$ cat src/rtl/rv32i_mem_pkg.sv
// Shared types and defaults for the RV32I IF/MEM memory arbiter.
// Pulled in by the arbiter top, its interface and its timeout counter.
package rv32i_mem_pkg;

  typedef enum logic [1:0] {
    IDLE  = 2'd0,
    ISSUE = 2'd1,
    WAIT  = 2'd2
  } state_e;

  typedef enum logic {
    OWN_IF = 1'b0,
    OWN_D  = 1'b1
  } owner_e;

  localparam int DEF_ADDR_W     = 32;
  localparam int DEF_DATA_W     = 32;
  localparam int DEF_STARVE_MAX = 4;
  localparam int DEF_TIMEOUT    = 16;

  // Bits needed to hold the values 0..max_val.
  function automatic int cnt_w(input int max_val);
    return (max_val < 1) ? 1 : $clog2(max_val + 1);
  endfunction

endpackage

$ cat src/rtl/rv32i_mem_arbiter_if.sv
// Pipeline-side and memory-side signals of the arbiter. The arbiter uses the
// slave view; the pipeline/memory environment uses the master view.
interface rv32i_mem_arbiter_if
  import rv32i_mem_pkg::*;
#(
  parameter int ADDR_W = DEF_ADDR_W,
  parameter int DATA_W = DEF_DATA_W
);
  localparam int BE_W = DATA_W / 8;

  // fetch port
  logic              if_req;
  logic [ADDR_W-1:0] if_addr;
  logic              if_flush;
  logic [DATA_W-1:0] if_rdata;
  logic              if_rvalid;
  logic              if_stall;

  // load/store port
  logic              d_req;
  logic              d_we;
  logic [ADDR_W-1:0] d_addr;
  logic [DATA_W-1:0] d_wdata;
  logic [BE_W-1:0]   d_be;
  logic [DATA_W-1:0] d_rdata;
  logic              d_rvalid;
  logic              d_stall;

  logic              err;

  // memory port
  logic              mem_req;
  logic              mem_we;
  logic [ADDR_W-1:0] mem_addr;
  logic [DATA_W-1:0] mem_wdata;
  logic [BE_W-1:0]   mem_be;
  logic [DATA_W-1:0] mem_rdata;
  logic              mem_rvalid;

  modport slave (
    input  if_req, if_addr, if_flush,
    input  d_req, d_we, d_addr, d_wdata, d_be,
    input  mem_rdata, mem_rvalid,
    output if_rdata, if_rvalid, if_stall,
    output d_rdata, d_rvalid, d_stall,
    output err,
    output mem_req, mem_we, mem_addr, mem_wdata, mem_be
  );

  modport master (
    output if_req, if_addr, if_flush,
    output d_req, d_we, d_addr, d_wdata, d_be,
    output mem_rdata, mem_rvalid,
    input  if_rdata, if_rvalid, if_stall,
    input  d_rdata, d_rvalid, d_stall,
    input  err,
    input  mem_req, mem_we, mem_addr, mem_wdata, mem_be
  );

endinterface

$ cat src/rtl/rv32i_mem_timeout.sv
// Loadable wait counter: cleared by i_load, counts while i_en, and holds at
// TIMEOUT where o_expire is raised.
module rv32i_mem_timeout
  import rv32i_mem_pkg::*;
#(
  parameter int TIMEOUT = DEF_TIMEOUT
) (
  input  logic clk,
  input  logic srst,
  input  logic i_load,
  input  logic i_en,
  output logic o_expire
);
  localparam int CW = cnt_w(TIMEOUT);

  logic [CW-1:0] r_cnt;

  always_ff @(posedge clk) begin
    if (srst || i_load) begin
      r_cnt <= '0;
    end else if (i_en && !o_expire) begin
      r_cnt <= r_cnt + CW'(1);
    end
  end

  assign o_expire = (r_cnt == CW'(TIMEOUT));

endmodule

$ cat src/rtl/rv32i_mem_arbiter.sv
// Single-port memory arbiter between IF (fetch) and MEM (load/store): one
// outstanding transaction, aging against fetch starvation, flush and timeout.
module rv32i_mem_arbiter
  import rv32i_mem_pkg::*;
#(
  parameter int ADDR_W     = DEF_ADDR_W,
  parameter int DATA_W     = DEF_DATA_W,
  parameter int STARVE_MAX = DEF_STARVE_MAX,
  parameter int TIMEOUT    = DEF_TIMEOUT
) (
  input  logic               CPU_CLK,
  input  logic               CPU_RST,
  rv32i_mem_arbiter_if.slave bus
);
  localparam int BE_W = DATA_W / 8;
  localparam int SC_W = cnt_w(STARVE_MAX);

  state_e            r_state;
  owner_e            r_owner;
  logic [ADDR_W-1:0] r_addr;
  logic              r_we;
  logic [DATA_W-1:0] r_wdata;
  logic [BE_W-1:0]   r_be;
  logic              r_mem_req;
  logic              r_drop;
  logic              r_err;
  logic [SC_W-1:0]   r_starve_cnt;

  logic w_if_valid;
  logic w_any_req;
  logic w_starved;
  logic w_grant_if;
  logic w_expire;
  logic w_done;
  logic w_if_resp;
  logic w_d_resp;

  rv32i_mem_timeout #(
    .TIMEOUT (TIMEOUT)
  ) u_timeout (
    .clk      (CPU_CLK),
    .srst     (CPU_RST),
    .i_load   (r_state == ISSUE),
    .i_en     (r_state == WAIT),
    .o_expire (w_expire)
  );

  // A flush in the arbitration cycle withdraws the fetch before it can win.
  assign w_if_valid = bus.if_req & ~bus.if_flush;
  assign w_any_req  = w_if_valid | bus.d_req;
  assign w_starved  = (r_starve_cnt == SC_W'(STARVE_MAX));
  assign w_grant_if = w_if_valid & (~bus.d_req | w_starved);

  assign w_done    = (r_state == WAIT) & (bus.mem_rvalid | w_expire);
  assign w_if_resp = w_done & (r_owner == OWN_IF) & ~r_drop & ~bus.if_flush;
  assign w_d_resp  = w_done & (r_owner == OWN_D);

  // Response data is the memory word on a real ack and zero on a timeout.
  assign bus.if_rvalid = w_if_resp;
  assign bus.if_rdata  = (w_if_resp & bus.mem_rvalid) ? bus.mem_rdata : '0;
  assign bus.d_rvalid  = w_d_resp;
  assign bus.d_rdata   = (w_d_resp & bus.mem_rvalid) ? bus.mem_rdata : '0;

  assign bus.if_stall = bus.if_req & ~w_if_resp;
  assign bus.d_stall  = bus.d_req & ~w_d_resp;
  assign bus.err      = r_err;

  assign bus.mem_req   = r_mem_req;
  assign bus.mem_we    = r_we;
  assign bus.mem_addr  = r_addr;
  assign bus.mem_wdata = r_wdata;
  assign bus.mem_be    = r_be;

  always_ff @(posedge CPU_CLK) begin
    if (CPU_RST) begin
      r_state      <= IDLE;
      r_owner      <= OWN_IF;
      r_addr       <= '0;
      r_we         <= 1'b0;
      r_wdata      <= '0;
      r_be         <= '0;
      r_mem_req    <= 1'b0;
      r_drop       <= 1'b0;
      r_err        <= 1'b0;
      r_starve_cnt <= '0;
    end else begin
      r_mem_req <= 1'b0;
      case (r_state)
        IDLE: begin
          if (!bus.if_req) begin
            r_starve_cnt <= '0;
          end
          if (w_any_req) begin
            r_state   <= ISSUE;
            r_mem_req <= 1'b1;
            if (w_grant_if) begin
              r_owner      <= OWN_IF;
              r_addr       <= bus.if_addr;
              r_we         <= 1'b0;
              r_wdata      <= '0;
              r_be         <= '1;
              r_starve_cnt <= '0;
            end else begin
              r_owner <= OWN_D;
              r_addr  <= bus.d_addr;
              r_we    <= bus.d_we;
              r_wdata <= bus.d_wdata;
              r_be    <= bus.d_be;
              if (bus.if_req && !w_starved) begin
                r_starve_cnt <= r_starve_cnt + SC_W'(1);
              end
            end
          end
        end
        ISSUE: begin
          r_state <= WAIT;
          if (r_owner == OWN_IF && bus.if_flush) begin
            r_drop <= 1'b1;
          end
        end
        WAIT: begin
          if (r_owner == OWN_IF && bus.if_flush) begin
            r_drop <= 1'b1;
          end
          // Completion wins over a same-cycle flush: drop never outlives a transaction.
          if (w_done) begin
            r_state <= IDLE;
            r_drop  <= 1'b0;
            if (!bus.mem_rvalid) begin
              r_err <= 1'b1;
            end
          end
        end
        default: r_state <= IDLE;
      endcase
    end
  end

endmodule

$ cat src/flat_wrapper.sv
// flat-port wrapper written by rule: the top's interface ports become plain ports
module rv32i_mem_arbiter_flat import rv32i_mem_pkg::*;
#(
  parameter int ADDR_W     = DEF_ADDR_W,
  parameter int DATA_W     = DEF_DATA_W,
  parameter int STARVE_MAX = DEF_STARVE_MAX,
  parameter int TIMEOUT    = DEF_TIMEOUT
)
  (CPU_CLK, CPU_RST, bus_if_req, bus_if_addr, bus_if_flush, bus_d_req, bus_d_we, bus_d_addr, bus_d_wdata, bus_d_be, bus_mem_rdata, bus_mem_rvalid, bus_if_rdata, bus_if_rvalid, bus_if_stall, bus_d_rdata, bus_d_rvalid, bus_d_stall, bus_err, bus_mem_req, bus_mem_we, bus_mem_addr, bus_mem_wdata, bus_mem_be);
  rv32i_mem_arbiter_if #(.ADDR_W(ADDR_W), .DATA_W(DATA_W)) bus_i ();
  input  logic CPU_CLK;
  input  logic CPU_RST;
  input wire logic [$bits(bus_i.if_req)-1:0] bus_if_req;
  input wire logic [$bits(bus_i.if_addr)-1:0] bus_if_addr;
  input wire logic [$bits(bus_i.if_flush)-1:0] bus_if_flush;
  input wire logic [$bits(bus_i.d_req)-1:0] bus_d_req;
  input wire logic [$bits(bus_i.d_we)-1:0] bus_d_we;
  input wire logic [$bits(bus_i.d_addr)-1:0] bus_d_addr;
  input wire logic [$bits(bus_i.d_wdata)-1:0] bus_d_wdata;
  input wire logic [$bits(bus_i.d_be)-1:0] bus_d_be;
  input wire logic [$bits(bus_i.mem_rdata)-1:0] bus_mem_rdata;
  input wire logic [$bits(bus_i.mem_rvalid)-1:0] bus_mem_rvalid;
  output wire logic [$bits(bus_i.if_rdata)-1:0] bus_if_rdata;
  output wire logic [$bits(bus_i.if_rvalid)-1:0] bus_if_rvalid;
  output wire logic [$bits(bus_i.if_stall)-1:0] bus_if_stall;
  output wire logic [$bits(bus_i.d_rdata)-1:0] bus_d_rdata;
  output wire logic [$bits(bus_i.d_rvalid)-1:0] bus_d_rvalid;
  output wire logic [$bits(bus_i.d_stall)-1:0] bus_d_stall;
  output wire logic [$bits(bus_i.err)-1:0] bus_err;
  output wire logic [$bits(bus_i.mem_req)-1:0] bus_mem_req;
  output wire logic [$bits(bus_i.mem_we)-1:0] bus_mem_we;
  output wire logic [$bits(bus_i.mem_addr)-1:0] bus_mem_addr;
  output wire logic [$bits(bus_i.mem_wdata)-1:0] bus_mem_wdata;
  output wire logic [$bits(bus_i.mem_be)-1:0] bus_mem_be;
  assign bus_i.if_req = bus_if_req;
  assign bus_i.if_addr = bus_if_addr;
  assign bus_i.if_flush = bus_if_flush;
  assign bus_i.d_req = bus_d_req;
  assign bus_i.d_we = bus_d_we;
  assign bus_i.d_addr = bus_d_addr;
  assign bus_i.d_wdata = bus_d_wdata;
  assign bus_i.d_be = bus_d_be;
  assign bus_i.mem_rdata = bus_mem_rdata;
  assign bus_i.mem_rvalid = bus_mem_rvalid;
  assign bus_if_rdata = bus_i.if_rdata;
  assign bus_if_rvalid = bus_i.if_rvalid;
  assign bus_if_stall = bus_i.if_stall;
  assign bus_d_rdata = bus_i.d_rdata;
  assign bus_d_rvalid = bus_i.d_rvalid;
  assign bus_d_stall = bus_i.d_stall;
  assign bus_err = bus_i.err;
  assign bus_mem_req = bus_i.mem_req;
  assign bus_mem_we = bus_i.mem_we;
  assign bus_mem_addr = bus_i.mem_addr;
  assign bus_mem_wdata = bus_i.mem_wdata;
  assign bus_mem_be = bus_i.mem_be;
  rv32i_mem_arbiter #(.ADDR_W(ADDR_W), .DATA_W(DATA_W), .STARVE_MAX(STARVE_MAX), .TIMEOUT(TIMEOUT)) u_core (.CPU_CLK(CPU_CLK), .CPU_RST(CPU_RST), .bus(bus_i));
endmodule
$ cat config.mk
export PLATFORM = sky130hd
export DESIGN_NAME = rv32i_mem_arbiter_flat
export DESIGN_NICKNAME = d
export VERILOG_FILES = /design/src/rtl/rv32i_mem_pkg.sv /design/src/rtl/rv32i_mem_arbiter_if.sv /design/src/rtl/rv32i_mem_timeout.sv /design/src/rtl/rv32i_mem_arbiter.sv /design/src/flat_wrapper.sv
export SDC_FILE = /design/constraint.sdc
export NUM_CORES = 1
export LEC_CHECK = 0
export CORE_ASPECT_RATIO = 2
export CORE_UTILIZATION = 31
export DETAILED_ROUTE_END_ITERATION = 8
export GPL_TIMING_DRIVEN = 1
export PLACE_DENSITY_LB_ADDON = 0.15
export SETUP_SLACK_MARGIN = 0.5
export SLEW_MARGIN = 20
export SYNTH_ARGS = -nofsm -noshare
export SYNTH_HDL_FRONTEND = slang
export SYNTH_SLANG_ARGS = --single-unit
$ cat constraint.sdc
create_clock -name CPU_CLK -period 2.46 [get_ports CPU_CLK]
set_clock_uncertainty 0.2 [all_clocks]
set_input_delay 0.369 -clock CPU_CLK [delete_from_list [all_inputs] [get_ports CPU_CLK]]
set_output_delay 0.369 -clock CPU_CLK [all_outputs]
set_load 0.05 [all_outputs]
==> results of run 1 <==
==> final timing paths <==
path	end	slack, ns	cells past startpoint
worst min-delay path	u_core.bus.err$_SDFFE_PP0P_	0.24	2
worst max-delay path	bus_d_rdata[14]	0.009	10
worst min register to register	u_core.bus.mem_wdata[9]$_SDFFE_PP0P_	0.26	2
worst max register to register	u_core.bus.mem_addr[14]$_SDFFE_PP0P_	0.23	13
==> report_power, final <==
group          total [µW]  internal [µW]  switching [µW]
clock                1560            990             570
combinational        2400           1060            1340
sequential           1600           1490             111
total                5570           3550            2020
==> logic make-up (layout without fill, tap and decap cells) <==
group | Yosys count | in the layout | share of synthesized area (%)
AOI/OAI and AO/OA | 120 | 121 | 18.6
xor gates and xnor gates | 4 | 4 | 0.884
adders and majority gates | 7 | 7 | 2.21
buffers and inverters | 51 | 385 | 6.54
DFF | 83 | 83 | 41.9
muxes | 1 | 1 | 0.253
and+or+nand+nor | 235 | 235 | 29.6
==> state kept, by name (all words and copies together), names as in the netlist <==
name / cells
u_core.r_state: 2
u_core.u_timeout.r_cnt: 5
u_core.r_owner: 1
u_core.bus.mem_we: 1
u_core.r_starve_cnt: 3
u_core.r_drop: 1
u_core.bus.mem_wdata: 32
u_core.bus.mem_req: 1
u_core.bus.mem_be: 4
u_core.bus.err: 1
u_core.bus.mem_addr: 32
==> critical path, cell delays in order (launching register included) <==
cell and delay [ns]:
dfxtp_2 0.33, inv_2 0.07, ha_4 0.14, nand2_4 0.06, buf_4 0.14, nor2_4 0.14, buf_6 0.15, buf_12 0.10
buf_12 0.10, and2_4 0.17, buf_12 0.14
==> Yosys cell counts, types with 2 or more instances <==
cell / number / area (µm²)
buf_6: 2 / 22.5
xor2_1: 3 / 26.3
nand2b_1: 2 / 12.5
ha_1: 7 / 87.6
a21oi_1: 67 / 335
nor2b_1: 2 / 12.5
clkbuf_1: 16 / 60.1
buf_4: 9 / 67.6
nand3b_1: 2 / 15.0
a31oi_1: 2 / 12.5
nand3_1: 36 / 180
buf_2: 15 / 75.1
and2_1: 65 / 407
a211oi_1: 34 / 255
nor2_1: 45 / 169
nand2_1: 72 / 270
o22ai_1: 4 / 25.0
nand4_1: 2 / 12.5
dfxtp_1: 83 / 1660
inv_1: 9 / 33.8
==> per-layer routing <==
layer	up-vias	part of all wire, %	track usage [%]	routed length [µm]
met5	-	0	0	0
met4	0	6.8	20.0	1490
met3	91	8.9	9.38	1930
met2	302	55	52.0	11900
met1	2539	30	23.2	6420
li1	2371	-	-	-
==> metrics by stage <==
stage	TNS (ns)	cell area (µm²)	power, µW	hold WS (ns)	utilization, %
2_1_floorplan	0	4200	2580	0.259	-
3_3_place_gp	0	7810	3240	0.238	62.6
3_5_place_dp	0	7810	3280	0.244	62.6
4_1_cts	0	8770	4950	0.213	70.3
5_1_grt	-0.383	10100	5740	0.251	80.6
6_report	0	10100	5570	0.237	80.6
==> cell type report <==
type                    instances  area (µm²)  share of cell area, %
clock inverters                 6         115                   1.14
repair buffers                361        4690                   46.6
well taps                     150         188                   1.86
inverters                       9        36.3                  0.361
multi-input cells             368        3150                   31.3
flip-flops and latches         83        1670                   16.6
clock buffers                   9         225                   2.24
==> cells in the final DEF (no fill, tap or decap), drive strengths merged, types with 2 or more instances in the layout <==
| cell type | instances |
|---|---|
| a31oi | 2 |
| and2 | 65 |
| nand2 | 72 |
| bufinv | 3 |
| nand2b | 2 |
| buf | 143 |
| xor2 | 3 |
| clkdlybuf4s50 | 136 |
| o22ai | 4 |
| nor2 | 46 |
| inv | 9 |
| clkbuf | 19 |
| a21oi | 67 |
| nor2b | 3 |
| o21ai | 2 |
| clkinv | 2 |
| dlygate4sd2 | 72 |
| a211oi | 34 |
| nand3 | 36 |
| o21a | 2 |
| dfxtp | 83 |
| nand3b | 2 |
| nand4 | 2 |
| a21boi | 2 |
| ha | 7 |
==> what timing repair did <==
item	CTS	global route
cloned	11	14
gates resized for setup	119	195
endpoints found under the setup margin	142	143
setup buffers	29	14
pin swaps	28	103
==> results by group, run 1 <==
Floorplanning
  • Die Wd: 81.9 µm
  • Rows: 58
  • Placeable Area: 0.0125 mm²
  • Die height: 162 µm
  • Starting Density: 31.7%
  • Die Footprint: 0.0133 mm²
  • I/O Pins: 278

Clocking
  • Root Driver: clkbuf_16
  • Worst-Skew Late Latency: 0.34 ns
  • Clock transition at the registers of the reported paths: 0.07 ns
  • CTS Buf Count: 9
  • # hold bufs at CTS: 0
  • Clock Sinks: 83
  • TritonCTS clock tree: yes
  • CTS Buffer Depth: 2
  • H-tree depth: 3

Yosys
  • Synthesized area per cell: 7.91 µm²
  • Syn Nets: 647
  • EDFF count, synth: 0
  • Post-synth top flop: dfxtp_1
  • Mapped Area: 0.00396 mm²
  • Unique cell type count in the Yosys netlist: 44
  • Cells after Synth: 501
  • Yosys Warn Count: 0
  • Synth Register Bits: 83
  • Ys async rst share: 0%
  • Sequential-to-total area share from yosys stat: 41.9%

Layout
  • Layout Cells excl Fill: 986
  • Share of cells above drive strength 1: 47.6%
  • Area Overhead vs Synth: 154%
  • Layout filler cell count: 731
  • Ant diodes: 0
  • Final #Nets: 978

Placement
  • Placed Cells: 903
  • Port Buffer Count: 277
  • Detailed Place HPWL: 12200 µm
  • Pre-CTS setup slack: 0.112 ns
  • RD Place Congestion: 0.798

Worst hold path
  • Worst Hold Class: input port to register
  • HP Start: CPU_RST

Detailed routing
  • WL/cell: 22.1 µm
  • Remaining antenna violation count: 0
  • Drt via density: 5.38
  • Initial drt markers: 222
  • DR DRC count: 0
  • DR pass1 iterations: 4
  • Routed via count: 5303
  • Drt total wl: 21800 µm

Critical path
  • CP Max Fanout: 5
  • Critical path launch point type: register
  • Crit path from: u_core.r_state[0]$_SDFFE_PP0P_
  • CP endpoint kind: output port
  • CP Class: register to output port
  • FF-to-FF Start: u_core.r_state[0]$_SDFFE_PP0P_
  • Worst EP required: 1.89 ns
  • Critical path data arrival time: 1.88 ns

GRT
  • Vias in the first global route: 5160
  • GRT Util Overall: 28.0%
  • Antenna violations before repair: 0
  • Overflow after GRT: 0
  • First-pass GRT wire length: 27500 µm
  • Largest net degree at the start of global routing: 35

STA
  • Final worst path period need: 2.45 ns
  • Fin crit share: 99.6%
  • Setup violations, final: 0
  • Fmax: 408 MHz
  • Unrepaired setup endpoints after global routing: yes
  • Final Hold Fails: 0
  • Final WS setup: 0.00922 ns
  • Max-slew violation count: 0
  • Worst Tran Pin Value: 0.964 ns
  • Max transition margin: 35.4%

Power and ir drop
  • P per Cell Area: 553 mW/mm²
  • LEAKAGE: 0.00420 µW
  • VDD IR max: 0.581 mV

Run status
  • Status: finished, final reports clean

Run
  • Max-Cap Viols: 0
(Power assumes the default switching activity.)
==> run 2: changes to the inputs <==
SLEW_MARGIN = 30   (was 20)
==> results of run 2 <==
Final layout, timing and power as in run 1 (identical DEF).
